===== src/rtl/mem_port_arbiter.sv =====
// mem_port_arbiter: shares one single-ported instruction/data memory between
// the fetch stage (instruction port) and the memory stage (data port).
// Each access runs as a req/ack handshake. The data port has fixed priority.
// A one-cycle ready pulse returns the result to the winning port, and freeze
// stays asserted while either port is waiting.
// Optional build macro: ARB_PERF_CNT_EN adds the stall_cnt and conflict_cnt
// performance counters.
module mem_port_arbiter #(
    parameter int ADDR_W = 32,
    parameter int DATA_W = 32
) (
    input  logic              clk,
    input  logic              rst,
    input  logic              if_req,
    input  logic [ADDR_W-1:0] if_addr,
    output logic [DATA_W-1:0] if_rdata,
    output logic              if_ready,
    input  logic              d_rd_en,
    input  logic              d_wr_en,
    input  logic [ADDR_W-1:0] d_addr,
    input  logic [DATA_W-1:0] d_wdata,
    output logic [DATA_W-1:0] d_rdata,
    output logic              d_ready,
    output logic              freeze,
    output logic              mem_req,
    output logic              mem_we,
    output logic [ADDR_W-1:0] mem_addr,
    output logic [DATA_W-1:0] mem_wdata,
    input  logic [DATA_W-1:0] mem_rdata,
    input  logic              mem_ack
`ifdef ARB_PERF_CNT_EN
    ,
    output logic [31:0]       stall_cnt,
    output logic [31:0]       conflict_cnt
`endif
);

    typedef enum logic [1:0] {
        IDLE   = 2'd0,
        BUSY_D = 2'd1,
        BUSY_I = 2'd2,
        RESP   = 2'd3
    } state_t;

    state_t            state_r, state_s;
    logic              d_req_s;
    logic              mem_req_r, mem_req_s;
    logic              mem_we_r, mem_we_s;
    logic [ADDR_W-1:0] mem_addr_r, mem_addr_s;
    logic [DATA_W-1:0] mem_wdata_r, mem_wdata_s;
    logic [DATA_W-1:0] if_rdata_r, if_rdata_s;
    logic [DATA_W-1:0] d_rdata_r, d_rdata_s;
    logic              if_ready_r, if_ready_s;
    logic              d_ready_r, d_ready_s;

    // A write and a read asserted together is illegal and is treated as a write.
    assign d_req_s = d_rd_en | d_wr_en;

    // State register; reset abandons any in-flight access, so a late ack finds IDLE.
    always_ff @(posedge clk) begin
        if (rst) begin
            state_r <= IDLE;
        end else begin
            state_r <= state_s;
        end
    end

    // Next-state logic: data wins in IDLE; RESP always returns to IDLE.
    always_comb begin
        state_s = state_r;
        case (state_r)
            IDLE: begin
                if (d_req_s) begin
                    state_s = BUSY_D;
                end else if (if_req) begin
                    state_s = BUSY_I;
                end else begin
                    state_s = IDLE;
                end
            end
            BUSY_D, BUSY_I: begin
                if (mem_ack) begin
                    state_s = RESP;
                end else begin
                    state_s = state_r;
                end
            end
            RESP:    state_s = IDLE;
            default: state_s = IDLE;
        endcase
    end

    // Output logic: computes the next value of each registered output.
    always_comb begin
        mem_req_s   = mem_req_r;
        mem_we_s    = mem_we_r;
        mem_addr_s  = mem_addr_r;
        mem_wdata_s = mem_wdata_r;
        if_rdata_s  = if_rdata_r;
        d_rdata_s   = d_rdata_r;
        if_ready_s  = 1'b0;
        d_ready_s   = 1'b0;
        case (state_r)
            IDLE: begin
                if (d_req_s) begin
                    mem_req_s   = 1'b1;
                    mem_we_s    = d_wr_en;
                    mem_addr_s  = d_addr;
                    mem_wdata_s = d_wdata;
                end else if (if_req) begin
                    mem_req_s  = 1'b1;
                    mem_we_s   = 1'b0;
                    mem_addr_s = if_addr;
                end else begin
                    mem_req_s = 1'b0;
                end
            end
            BUSY_D: begin
                if (mem_ack) begin
                    mem_req_s = 1'b0;
                    d_ready_s = 1'b1;
                    if (!mem_we_r) begin
                        d_rdata_s = mem_rdata;
                    end else begin
                        d_rdata_s = d_rdata_r;
                    end
                end else begin
                    mem_req_s = 1'b1;
                end
            end
            BUSY_I: begin
                if (mem_ack) begin
                    mem_req_s  = 1'b0;
                    if_ready_s = 1'b1;
                    if_rdata_s = mem_rdata;
                end else begin
                    mem_req_s = 1'b1;
                end
            end
            RESP:    mem_req_s = 1'b0;
            default: mem_req_s = 1'b0;
        endcase
    end

    // Output registers, cleared on reset.
    always_ff @(posedge clk) begin
        if (rst) begin
            mem_req_r   <= 1'b0;
            mem_we_r    <= 1'b0;
            mem_addr_r  <= {ADDR_W{1'b0}};
            mem_wdata_r <= {DATA_W{1'b0}};
            if_rdata_r  <= {DATA_W{1'b0}};
            d_rdata_r   <= {DATA_W{1'b0}};
            if_ready_r  <= 1'b0;
            d_ready_r   <= 1'b0;
        end else begin
            mem_req_r   <= mem_req_s;
            mem_we_r    <= mem_we_s;
            mem_addr_r  <= mem_addr_s;
            mem_wdata_r <= mem_wdata_s;
            if_rdata_r  <= if_rdata_s;
            d_rdata_r   <= d_rdata_s;
            if_ready_r  <= if_ready_s;
            d_ready_r   <= d_ready_s;
        end
    end

    assign mem_req   = mem_req_r;
    assign mem_we    = mem_we_r;
    assign mem_addr  = mem_addr_r;
    assign mem_wdata = mem_wdata_r;
    assign if_rdata  = if_rdata_r;
    assign d_rdata   = d_rdata_r;
    assign if_ready  = if_ready_r;
    assign d_ready   = d_ready_r;

    // Freeze is combinational so the pipeline stalls in the same cycle a request appears.
    assign freeze = ~rst & ((if_req & ~if_ready_r) | (d_req_s & ~d_ready_r));

`ifdef ARB_PERF_CNT_EN
    logic [31:0] stall_cnt_r;
    logic [31:0] conflict_cnt_r;

    // Performance counters: stall cycles and IDLE cycles with both ports requesting.
    always_ff @(posedge clk) begin
        if (rst) begin
            stall_cnt_r    <= 32'd0;
            conflict_cnt_r <= 32'd0;
        end else begin
            if (freeze) begin
                stall_cnt_r <= stall_cnt_r + 32'd1;
            end else begin
                stall_cnt_r <= stall_cnt_r;
            end
            if ((state_r == IDLE) && d_req_s && if_req) begin
                conflict_cnt_r <= conflict_cnt_r + 32'd1;
            end else begin
                conflict_cnt_r <= conflict_cnt_r;
            end
        end
    end

    assign stall_cnt    = stall_cnt_r;
    assign conflict_cnt = conflict_cnt_r;
`endif

endmodule


===== config.mk =====
export PLATFORM = sky130hd
export DESIGN_NAME = mem_port_arbiter
export DESIGN_NICKNAME = d
export VERILOG_FILES = /design/src/rtl/mem_port_arbiter.sv
export SDC_FILE = /design/constraint.sdc
export NUM_CORES = 1
export LEC_CHECK = 0
export ABC_AREA = 1
export BUFFER_PORTS_ARGS = -buffer_cell sky130_fd_sc_hd__buf_4
export CORE_ASPECT_RATIO = 1.5
export CORE_MARGIN = 2
export CORE_UTILIZATION = 49
export CTS_CLUSTER_SIZE = 28
export DETAILED_ROUTE_END_ITERATION = 10
export GPL_TIMING_DRIVEN = 0
export PLACE_DENSITY = 0.89
export SLEW_MARGIN = 30
export SYNTH_ARGS = -nofsm -noshare
export SYNTH_HDL_FRONTEND = slang
export SYNTH_SLANG_ARGS = --single-unit

===== constraint.sdc =====
create_clock -name clk -period 3.7 [get_ports clk]
set_input_delay 0 -clock clk [delete_from_list [all_inputs] [get_ports clk]]
set_output_delay 0 -clock clk [all_outputs]
set_load 0.02 [all_outputs]

-- After elaboration in Yosys (flattened, before gate mapping)
Index checks and enable logic that the tools add are counted.
- register bits: 134
- output and inout port bits: 133
- word-level logic and storage cells: 46
- equal/unequal tests: 4
- mux-type cells: 13
- bitwise operators: 11
- reductions and logical operators: 9
- operators by type and width (cell ; count):
    two-way mux 32 bit ; 2
    two-way mux 1 bit ; 6
    two-way mux 2 bit ; 3
    inverter 1 bit ; 6
    case mux 2 bit (3 select lines) ; 1
    AND reduction 2 bit ; 3
    OR reduction 2 bit ; 3
    equality test 2 bit (second input constant) ; 2
    bitwise AND 1 bit ; 3
    case mux 1 bit (3 select lines) ; 1
    AND reduction 3 bit ; 1
    equality test 2 x 1 -> 1 bit (second input constant) ; 1
    logical NOT 2 bit ; 1
    inequality test 2 x 1 -> 1 bit (second input constant) ; 1
    bitwise OR 1 bit ; 2
    nonzero test 2 bit ; 1

-- Logic depth before layout (Yosys ltp)
Gate-level depths: netlist (run 1).
- word-level depth: 4
- mapped depth: 8
- mapped depth without buffers: 7

-- Worst setup path before layout (run 1)
OpenSTA, ideal clock, no wires.
- kind: register to register
- start: register state_r[0]
- end: register mem_wdata_r[10] (netlist: mem_wdata[10])
- library setup time: 0.116 ns
- arrival time: 1.187 ns
- data required time: 3.584 ns
- slack: 2.397 ns
- stages on the path, launching flop included: 7
- cells stage by stage: dfxtp_1 -> inv_1 -> ha_1 -> nand2_2 -> clkbuf_1 -> o21ai_0 -> nor2_1
- word-level cells in the longest chain between the ends: 2
- RTL lines (element ; RTL line ; RTL):
    from (decl) ; 45 ; state_t state_r, state_s;
    from (signal assigned) ; 64 ; state_r <= state_s;
    logical NOT 2 bit ; 103 ; case (state_r)
    AND reduction 2 bit (no line) ; - ;
    to (signal assigned) ; 151 ; mem_wdata_r <= {DATA_W{1'b0}};
    to (signal assigned) ; 160 ; mem_wdata_r <= mem_wdata_s;
    to (decl) ; 50 ; logic [DATA_W-1:0] mem_wdata_r, mem_wdata_s;
Every way passes these cells.
A chain may end at the register's enable or synchronous reset.

-- Final worst setup path (run 1)
- start: register state_r[1]
- end: register mem_wdata_r[28] (netlist: mem_wdata[28])
The elaborated chain is that of the path after synthesis.

==> impl_metrics.toml, run 1 <==
[run_status]
status = "finished clean"

[clock_network]
root_buffer = "clkbuf_16"
clk_pin_slew_ps = 70
ctsResizeCount = 0
cts_buffers = 17
cts_hold_buf = 133
clock_sinks = 134
tritoncts = "done"
post_cts_buffers = 0
clk_latency_ps = 420
cts.htree.levels = 4
clockBufferDepth = 2

[global_routing]
overflow = 0
grt_pass1_wl_um = 38690
gr-usage-all-layers = 0.4285
grt_antenna_before_repair = 2
grt_start_max_net_pins = 17
grt_pass1_vias = 7700

[sta]
slew_violations = 0
setup_tns_ps = 0
rsz0062_at_grt = "false"
max_slew_margin = 0.4502
min_period_over_period = 0.5927
layout_setup_ws_ps = 1507
finalSetupViolCount = 0
finalHoldViolCount = 0
period_needed_ps = 2193
worst_pin_slew_ps = 816.0
timing.fmax_ghz = 0.4560
fin_skew_ps = 11.35

[yosys]
yosysTopAreaCell = "dfxtp_1"
synth_nets = 903
ys_ff_latch = 134
synth_flop_cell = "dfxtp_1"
syn-mean-instance-area_um2 = 6.984
ys_warn_count = 0
synth_common_cells = "260 x nor2_1, 167 x nand2_1, 134 x dfxtp_1"
synthesis.area_mm2 = 0.005343
yosysSeqAreaShare = 0.5021
ys_async_sr_fraction = 0
synthCells = 765
synth_edf_count = 0
synth_top_cell_area_share = 0.5021
synth_most_common_cell = "nor2_1"
synthTopCellsByArea = "dfxtp_1 50%, nor2_1 18%, nand2_1 12%"
synth_cell_types = 22

[cells_and_area]
final_cells = 1341
drive_gt1_frac = 0.2784
nets = 1321
syn2layout_area_growth_pct = 76.02

[floorplan]
core_mm2 = 0.01059
die_h_um = 131.9
die_width_um = 89.26
die_area_mm2 = 0.01177
start_util = 0.5045
std_cell_rows = 46
io_pins = 267

[route]
vias = 7182
vias_per_cell = 5.356
wl_per_cell_um = 18.74
drt_iter0_markers = 420
drt.antenna.violating_nets = 0
drtPass1Iterations = 5
routed_wirelength_um = 25140
remaining_drc_errors = 0

[worst_setup_path]
r2r_start = "state_r[1]$_SDFFE_PP0P_"
crit_fanout = 10
cp-end-kind = "flip-flop"
ff2ff_setup_slack_ps = 1510
worstPathArrival_ps = 2470
path_class = "reg -> reg"
rr_worst_depth = 6
crit_required_ps = 3970
cp-start-kind = "flip-flop"
reg2reg_to = "mem_wdata[28]$_SDFFE_PP0P_"

[placed_design]
dp_slack_ps = 2043
gp_congestion = 0.8303
port_buffers = 266
dp_hpwl_um = 12540
dp.cells = 1175

[job]
maxCapViolCount = 0

[worst_hold_path]
hold_class = "in -> reg"
min_from = "d_rd_en"
hold_depth = 6
hold_end = "mem_we$_SDFFE_PP0P_"

[power_and_ir_drop]
power_leakage_nw = 4.737
power_per_cell_area_mw_per_mm2 = 727.4
peakVddDrop_mv = 0.5011
worst max path at each step:
stage	start	to
floorplan	state_r[0]$_SDFFE_PP0P_	mem_wdata[10]$_SDFFE_PP0P_
global placement	state_r[0]$_SDFFE_PP0P_	mem_wdata[21]$_SDFFE_PP0P_
detailed placement	state_r[0]$_SDFFE_PP0P_	mem_wdata[28]$_SDFFE_PP0P_
CTS	state_r[0]$_SDFFE_PP0P_	mem_req$_SDFF_PP0_
global route	state_r[1]$_SDFFE_PP0P_	mem_wdata[28]$_SDFFE_PP0P_
finish	state_r[1]$_SDFFE_PP0P_	mem_wdata[28]$_SDFFE_PP0P_
logic make-up after synthesis:
logic type                 share of synthesized area
buffers and inverters                        0.07634
AOI/OAI and AO/OA                            0.09766
adders and majority gates                   0.009368
DFF                                           0.5021
and+or+nand+nor                               0.3145
placed cells by master, fill, tap and decap left out, drive strengths merged:
cell and instances:
buf 295, nand3 2, a21oi 5, clkinvlp 3, ha 4, o21ai 98
and2 1, clkinv 6, clkbuf 35, inv 45, o22ai 1, diode 1
dlygate4sd3 133, bufinv 1, nand2 171, dfxtp 134, nor2 262
flip-flops by register name, indices dropped and copies added, names as in the netlist:
name       flops
state_r        2
d_ready        1
mem_addr      32
if_ready       1
mem_we         1
mem_wdata     32
mem_req        1
d_rdata       32
if_rdata      32
per-stage QoR:
stage	utilization	area [um2]	hold WS, ps	power (mW)
detailed placement	0.7101	7520	213.8	4.818
floorplan	-	5343	69.07	3.723
global route	0.8878	9402	112.6	7.133
finish	0.8880	9404	82.47	6.841
global placement	0.7101	7520	211.2	4.746
CTS	0.8878	9402	64.36	6.524
power breakdown:
group	leakage [nW]	internal, mW	switching [mW]
clock network	0.266	0.941	0.662
logic	3.37	1.20	1.88
registers	1.10	1.88	0.280
total	4.74	4.02	2.82
per-layer routing:
| layer | global-route usage | up-vias | routed length [um] |
|---|---|---|---|
| met1 | 0.3888 | 3263 | 7936 |
| met4 | 0.3242 | 2 | 2015 |
| met5 | 0 | - | 14 |
| li1 | - | 3182 | - |
| met2 | 0.7119 | 544 | 12560 |
| met3 | 0.1972 | 191 | 2607 |
cell type report:
cell class / instances / area [um2]
plain buffers: 44 / 246.5
fillers: 459 / 1186
repair buffers: 399 / 3328
flip-flops and latches: 134 / 2683
inverters: 43 / 161.4
diodes: 1 / 2.502
clock inverters: 12 / 103.9
clock buffers: 20 / 446.7
well taps: 144 / 180.2
multi-input cells: 544 / 2252
worst max-delay path: stages, from the launching register on:
cell      delay, ps
dfxtp_1         340
inv_1           110
ha_1            340
nand2_2         170
clkbuf_1        260
o21ai_0         710
nor2_1          120
No activity file was read; power rests on OpenSTA's default activity.
==> run 2: changes to the inputs <==
--- a/config.mk
+++ b/config.mk
@@ -5,15 +5,15 @@
 export SDC_FILE = /design/constraint.sdc
 export NUM_CORES = 1
 export LEC_CHECK = 0
-export ABC_AREA = 1
+export ABC_AREA = 0
 export BUFFER_PORTS_ARGS = -buffer_cell sky130_fd_sc_hd__buf_4
 export CORE_ASPECT_RATIO = 1.5
 export CORE_MARGIN = 2
-export CORE_UTILIZATION = 49
+export CORE_UTILIZATION = 41
 export CTS_CLUSTER_SIZE = 28
 export DETAILED_ROUTE_END_ITERATION = 10
 export GPL_TIMING_DRIVEN = 0
-export PLACE_DENSITY = 0.89
+export PLACE_DENSITY = 0.81
 export SLEW_MARGIN = 30
 export SYNTH_ARGS = -nofsm -noshare
 export SYNTH_HDL_FRONTEND = slang
==> constraint.sdc (replaced) <==
create_clock -name clk -period 1.8 [get_ports clk]
set_input_delay 0 -clock clk [delete_from_list [all_inputs] [get_ports clk]]
set_output_delay 0 -clock clk [all_outputs]
set_load 0.02 [all_outputs]
==> run 2 against run 1 <==
- hold slack gained 130 ps
- power grew 85%
- critical path depth is the same
- clock-buffer cell count shrank 2
- register-to-register slack lost 1500 ps
- sequential share of layout area grew 0.49 points
- setup slack lost 1500 ps
- clock power grew 130%
- final area shrank 1.7%
- cell count shrank 9.3%
- non-clock buffer count grew 5
==> impl_metrics.toml, run 2 <==
[yosys]
synth_top_family_by_area = "simple AND/OR/NAND/NOR gates"
synth_cell_types = 27
synth_top_cell_area_share = 0.5276
syn-mean-instance-area_um2 = 8.046
synthesis.area_mm2 = 0.005085
synthAdderAreaFrac = 0.009843
ys_ff_latch = 134
synth-compound-area-share = 0.1767
ys_warn_count = 0
yosysSeqAreaShare = 0.5276
synthXorXnorAreaFrac = 0
synth_nets = 770
synth_common_cells = "259 x nand2_1, 134 x dfxtp_1, 97 x a21oi_1"
synthTopCellsByArea = "dfxtp_1 53%, nand2_1 19%, a21oi_1 9.5%"
ys_async_sr_fraction = 0
yosysTopAreaCell = "dfxtp_1"
synth_most_common_cell = "nand2_1"
synthCells = 632
synth-simple-area-share = 0.2303
synthMuxAreaShare = 0.001969
synth_edf_count = 0
synth_flop_cell = "dfxtp_1"

[route]
remaining_drc_errors = 0
vias = 6405
drt_iter0_markers = 308
wl_per_cell_um = 18.33
drt.antenna.violating_nets = 0
routed_wirelength_um = 22280
drtPass1Iterations = 7
vias_per_cell = 5.267

[clock_network]
clk_latency_ps = 420
root_buffer = "clkbuf_16"
clk_pin_slew_ps = 60
cts_buffers = 17
clock_sinks = 134
post_cts_buffers = 0
clockBufferDepth = 2
tritoncts = "done"
cts.htree.levels = 4

[global_routing]
grt_start_max_net_pins = 17
grt_pass1_vias = 6526
grt_pass1_wl_um = 33120
overflow = 0
gr-usage-all-layers = 0.3260
grt_antenna_before_repair = 1

[cells_and_area]
nets = 1188
drive_gt1_frac = 0.3230
regArea_mm2 = 0.002683
multiInputGateArea_mm2 = 0.002136
layout_common_cells = "269 x buf_4, 259 x nand2_1, 134 x dfxtp_1, 134 x dlygate4sd3_1, 97 x a21oi_1"
fillCellCount = 715
stdcell_area_mm2 = 0.009244
mostFrequentLayoutCell = "buf_4"
syn2layout_area_growth_pct = 81.79

[floorplan]
core_mm2 = 0.01208
die_area_mm2 = 0.01333
die_width_um = 94.93
std_cell_rows = 49
io_pins = 267
start_util = 0.4210
die_h_um = 140.4

[worst_setup_path]
path_class = "in -> reg"
cp-start-kind = "input pin"
cp_cell_sequence = "dlygate4sd3_1 -> buf_4 -> nor2_2 -> nand2_1 -> dlygate4sd3_1 -> a311oi_1"
worstPathArrival_ps = 2060
setup.worst_path.end = "mem_addr[0]$_SDFFE_PP0P_"
cpPeakStageDelay_ps = 610
reg2reg_to = "mem_addr[16]$_SDFFE_PP0P_"
crit_required_ps = 2110
r2r_start = "state_r[0]$_SDFFE_PP0P_"
crit_slowest_cell = "dlygate4sd3_1"
ff2ff_setup_slack_ps = 50
cpMostUsedCell = "dlygate4sd3_1"
crit_fanout = 8
crit_path_start = "d_wr_en"
rr_worst_depth = 7
cp-end-kind = "flip-flop"

[sta]
finalSetupViolCount = 0
rsz0062_at_grt = "true"
max_slew_margin = 0.5049
min_period_over_period = 0.9738
finalHoldViolCount = 0
setup_tns_ps = 0
fin_skew_ps = 11.12
worst_pin_slew_ps = 742.6
slew_violations = 0
period_needed_ps = 1753
timing.fmax_ghz = 0.5705

[placed_design]
dpl_cell_area_mm2 = 0.007266
port_buffers = 265
dp_hpwl_um = 12570
gp_congestion = 0.8951

[worst_hold_path]
hold_class = "in -> reg"

[power_and_ir_drop]
finalPower_mw = 12.63
p_sw_mw = 4.650
comb_power_share = 0.391
power_leakage_nw = 4.121
power_per_cell_area_mw_per_mm2 = 1367
sw_frac_of_total = 0.3681
clkPwrFrac = 0.290
power_frac_seq = 0.319
p_int_mw = 7.982
peakVddDrop_mv = 0.9044

[job]
maxCapViolCount = 0

[run_status]
status = "finished clean"
==> run 2: repair_timing <==
item                                    CTS  global route
endpoints found under the setup margin    0            30
hold endpoints to repair                132             0
gates resized for setup                   0            15
hold buffers                            134             0
==> run 2: power groups by stage <==
| stage | clock [mW] | sequential [mW] | combinational [mW] |
|---|---|---|---|
| after floorplan | 0 | 4.74 | 1.91 |
| after global placement | 0 | 3.98 | 4.37 |
| after detailed placement | 0 | 4.01 | 4.41 |
| after CTS | 3.69 | 3.95 | 4.66 |
| after global routing | 3.82 | 4.07 | 5.25 |
| final | 3.67 | 4.03 | 4.94 |
==> run 2: kinds of logic (layout without fill, tap and decap cells) <==
| logic type | count (synthesis) | in the layout |
|---|---|---|
| mux | 1 | 1 |
| simple gates | 305 | 305 |
| flops | 134 | 134 |
| compound gates | 136 | 136 |
| fa+ha+maj | 4 | 4 |
| other cells | 0 | 1 |
| buf+inv | 52 | 482 |
==> run 2: worst min path at each step <==
stage	start	to	slack [ps]	depth (start not counted)
floorplan	mem_ack	d_ready$_SDFF_PP0_	120	2
global placement	d_wdata[9]	mem_wdata[9]$_SDFFE_PP0P_	250	3
finish	rst	mem_we$_SDFFE_PP0P_	210	3
global route	rst	d_ready$_SDFF_PP0_	250	3
CTS	rst	mem_we$_SDFFE_PP0P_	190	3
detailed placement	d_wdata[15]	mem_wdata[15]$_SDFFE_PP0P_	260	3
==> run 2: per-stage QoR <==
| stage | utilization | setup slack, ps | hold slack, ps | std cells |
|---|---|---|---|---|
| final | 0.7654 | 47.17 | 212.5 | 1216 |
| after global routing | 0.7652 | -95.55 | 245.9 | 1215 |
| after CTS | 0.7639 | 84.10 | 194.8 | 1215 |
| after detailed placement | 0.6016 | 91.69 | 256.3 | 1050 |
| after global placement | 0.6016 | 172.7 | 246.7 | 1050 |
| after floorplan | - | 465.7 | 121.0 | 632 |
==> run 2: worst max-delay path: cells and delay by family <==
family                 cells  cell delay [ps]
buffers and inverters      3             1310
AND/OR/NAND/NOR            2              430
AO/OA/AOI/OAI              1              310
==> run 2: layer usage <==
metal / up-vias / wire length (um) / GRT usage
met5: - / 0 / 0
met4: 0 / 1668 / 0.2456
met3: 132 / 1713 / 0.09467
met2: 418 / 11500 / 0.5793
met1: 2926 / 7407 / 0.3052
li1: 2929 / - / -
==> run 2: final cells by class <==
class	count	share of cell area
plain buffers	49	0.02924
diodes	1	0.0002707
inverters	3	0.001218
well taps	153	0.02071
clock buffers	18	0.04751
clock inverters	13	0.01949
multi-input cells	446	0.2311
repair buffers	399	0.3603
flip-flops and latches	134	0.2902
==> run 3: changes to the inputs <==
--- a/config.mk
+++ b/config.mk
@@ -7,7 +7,7 @@
 export LEC_CHECK = 0
 export ABC_AREA = 0
 export BUFFER_PORTS_ARGS = -buffer_cell sky130_fd_sc_hd__buf_4
-export CORE_ASPECT_RATIO = 1.5
+export CORE_ASPECT_RATIO = 1.75
 export CORE_MARGIN = 2
 export CORE_UTILIZATION = 41
 export CTS_CLUSTER_SIZE = 28
==> run 3 against run 2 <==
- routed wire length down 0.84%
- combinational power about the same
- power is 1.2% lower
- largest cell class unchanged
- largest power group unchanged
==> impl_metrics.toml, run 3 (synthesis gave the netlist of run 2 again) <==
[route]
drt.antenna.violating_nets = 0
wl_per_cell_um = 18.01
drtPass1Iterations = 5
routed_wirelength_um = 22100
drt_iter0_markers = 301
vias = 6375
vias_per_cell = 5.196
remaining_drc_errors = 0

[sta]
finalSetupViolCount = 0
min_period_over_period = 0.9763
fin_skew_ps = 9.519
max_slew_margin = 0.5062
fin_hold_ws_ps = 32.66
period_needed_ps = 1757
slew_violations = 0
timing.fmax_ghz = 0.5690
worst_pin_slew_ps = 740.7
finalHoldViolCount = 0

[power_and_ir_drop]
p_int_mw = 7.873
power_per_cell_area_mw_per_mm2 = 1350
power_leakage_nw = 4.102
finalPower_mw = 12.48
p_sw_mw = 4.608
comb_power_share = 0.397
peakVddDrop_mv = 0.9116
clkPwrFrac = 0.282
sw_frac_of_total = 0.3692
power_frac_seq = 0.322

[worst_setup_path]
crit_required_ps = 2080
path_class = "reg -> reg"
rr_worst_depth = 7
cp_cell_sequence = "inv_1 -> ha_1 -> o31a_1 -> buf_6 -> buf_6 -> nor2_1 -> a311oi_1"
critPathBufInv = 3
r2r_start = "state_r[0]$_SDFFE_PP0P_"
reg2reg_to = "mem_addr[17]$_SDFFE_PP0P_"
cp-start-kind = "flip-flop"
cpMostUsedCell = "buf_6"
cp-end-kind = "flip-flop"
cpPeakStageDelay_ps = 400
crit_fanout = 10
crit_slowest_cell = "a311oi_1"
ff2ff_setup_slack_ps = 40
worstPathArrival_ps = 2030
cp_top_family = "compound AO/OA/AOI/OAI gates"

[job]
maxCapViolCount = 0

[clock_network]
cts.htree.levels = 4
clock_sinks = 134
tritoncts = "done"
root_buffer = "clkbuf_16"
cts_buffers = 17
clockBufferDepth = 2
clk_latency_ps = 420
clk_pin_slew_ps = 60

[cells_and_area]
regArea_mm2 = 0.002683
layout_common_cells = "269 x buf_4, 259 x nand2_1, 135 x dlygate4sd3_1, 134 x dfxtp_1, 97 x a21oi_1"
insertedDiodeCount = 0
fillCellCount = 760
multiInputGateArea_mm2 = 0.002141
nets = 1189
syn2layout_area_growth_pct = 81.79
drive_gt1_frac = 0.3230
mostFrequentLayoutCell = "buf_4"

[placed_design]
dp_hpwl_um = 12720
gp_congestion = 0.8202
port_buffers = 265

[run_status]
status = "finished clean"

[worst_hold_path]
min_from = "d_rd_en"
hold_class = "in -> reg"
hold_end = "mem_wdata[31]$_SDFFE_PP0P_"
hold_depth = 4

[global_routing]
overflow = 0
grt_antenna_before_repair = 0
gr-usage-all-layers = 0.3270
grt_pass1_wl_um = 33490
grt_pass1_vias = 6777
grt_start_max_net_pins = 17

[floorplan]
io_pins = 267
die_width_um = 88.19
die_area_mm2 = 0.01334
core_mm2 = 0.01207
std_cell_rows = 53
die_h_um = 151.3
start_util = 0.4213
==> run 3: cell types whose count changed in the layout (fill, tap and decap cells not counted), moves of 2 or more <==
| cell | change |
|---|---|
| clkbuf_2 | +3 |
| clkinv_2 | -2 |
| clkinv_4 | -3 |
| clkinvlp_4 | +3 |
==> run 3: layout make-up <==
class                      count  share of cell area
buffer                        49             0.02964
clock buffer                  21             0.04981
clock inverter                 9             0.01381
inverter                       3            0.001218
multi-input combinational    446              0.2316
sequential                   134              0.2902
tap                          165             0.02233
timing repair buffer         400              0.3614
==> run 3: power groups by stage <==
stage          registers [mW]  logic, mW  clock network, mW
2_1_floorplan            4.74       1.91                  0
3_3_place_gp             3.98       4.37                  0
3_5_place_dp             4.01       4.42                  0
4_1_cts                  3.95       4.68               3.53
5_1_grt                  4.06       5.28               3.65
6_report                 4.01       4.95               3.52
==> run 3: per-stage QoR <==
step | TNS (ps) | cells | setup slack [ps] | utilization | area [um2]
floorplan | 0 | 632 | 465.7 | - | 5085
global placement | 0 | 1062 | 188.2 | 0.6033 | 7281
detailed placement | 0 | 1062 | 103.5 | 0.6033 | 7281
CTS | 0 | 1227 | 80.00 | 0.7639 | 9220
global route | -62.60 | 1227 | -62.60 | 0.7659 | 9244
finish | 0 | 1227 | 42.61 | 0.7659 | 9244
==> run 3: how the worst max path moves through the flow <==
stage                             from                         to  slack [ps]  cells after the start
2_1_floorplan  state_r[0]$_SDFFE_PP0P_  mem_addr[24]$_SDFFE_PP0P_         470                      7
3_3_place_gp   state_r[0]$_SDFFE_PP0P_  if_rdata[22]$_SDFFE_PP0P_         190                      6
3_5_place_dp   state_r[0]$_SDFFE_PP0P_  if_rdata[26]$_SDFFE_PP0P_         100                      6
4_1_cts                        d_wr_en                     freeze          80                      7
5_1_grt        state_r[0]$_SDFFE_PP0P_  mem_addr[17]$_SDFFE_PP0P_         -60                      7
6_report       state_r[0]$_SDFFE_PP0P_  mem_addr[17]$_SDFFE_PP0P_          40                      7
==> run 3: repair_timing <==
action,CTS,global route
setup buffers,0,0
endpoints found under the hold margin,132,0
setup endpoints to repair,0,45
gates resized for setup,0,21
hold buffers,135,0
==> run 3: per-layer routing <==
metal,track usage,part of all wire
met1,0.3220,0.34
met2,0.5846,0.53
met3,0.08883,0.074
met4,0.2098,0.061
met5,0,0
==> run 3: tightest hold or removal path: stages <==
cell,delay [ps]
buf_4,120
o21ai_1,130
nand2_1,90
a21oi_1,50
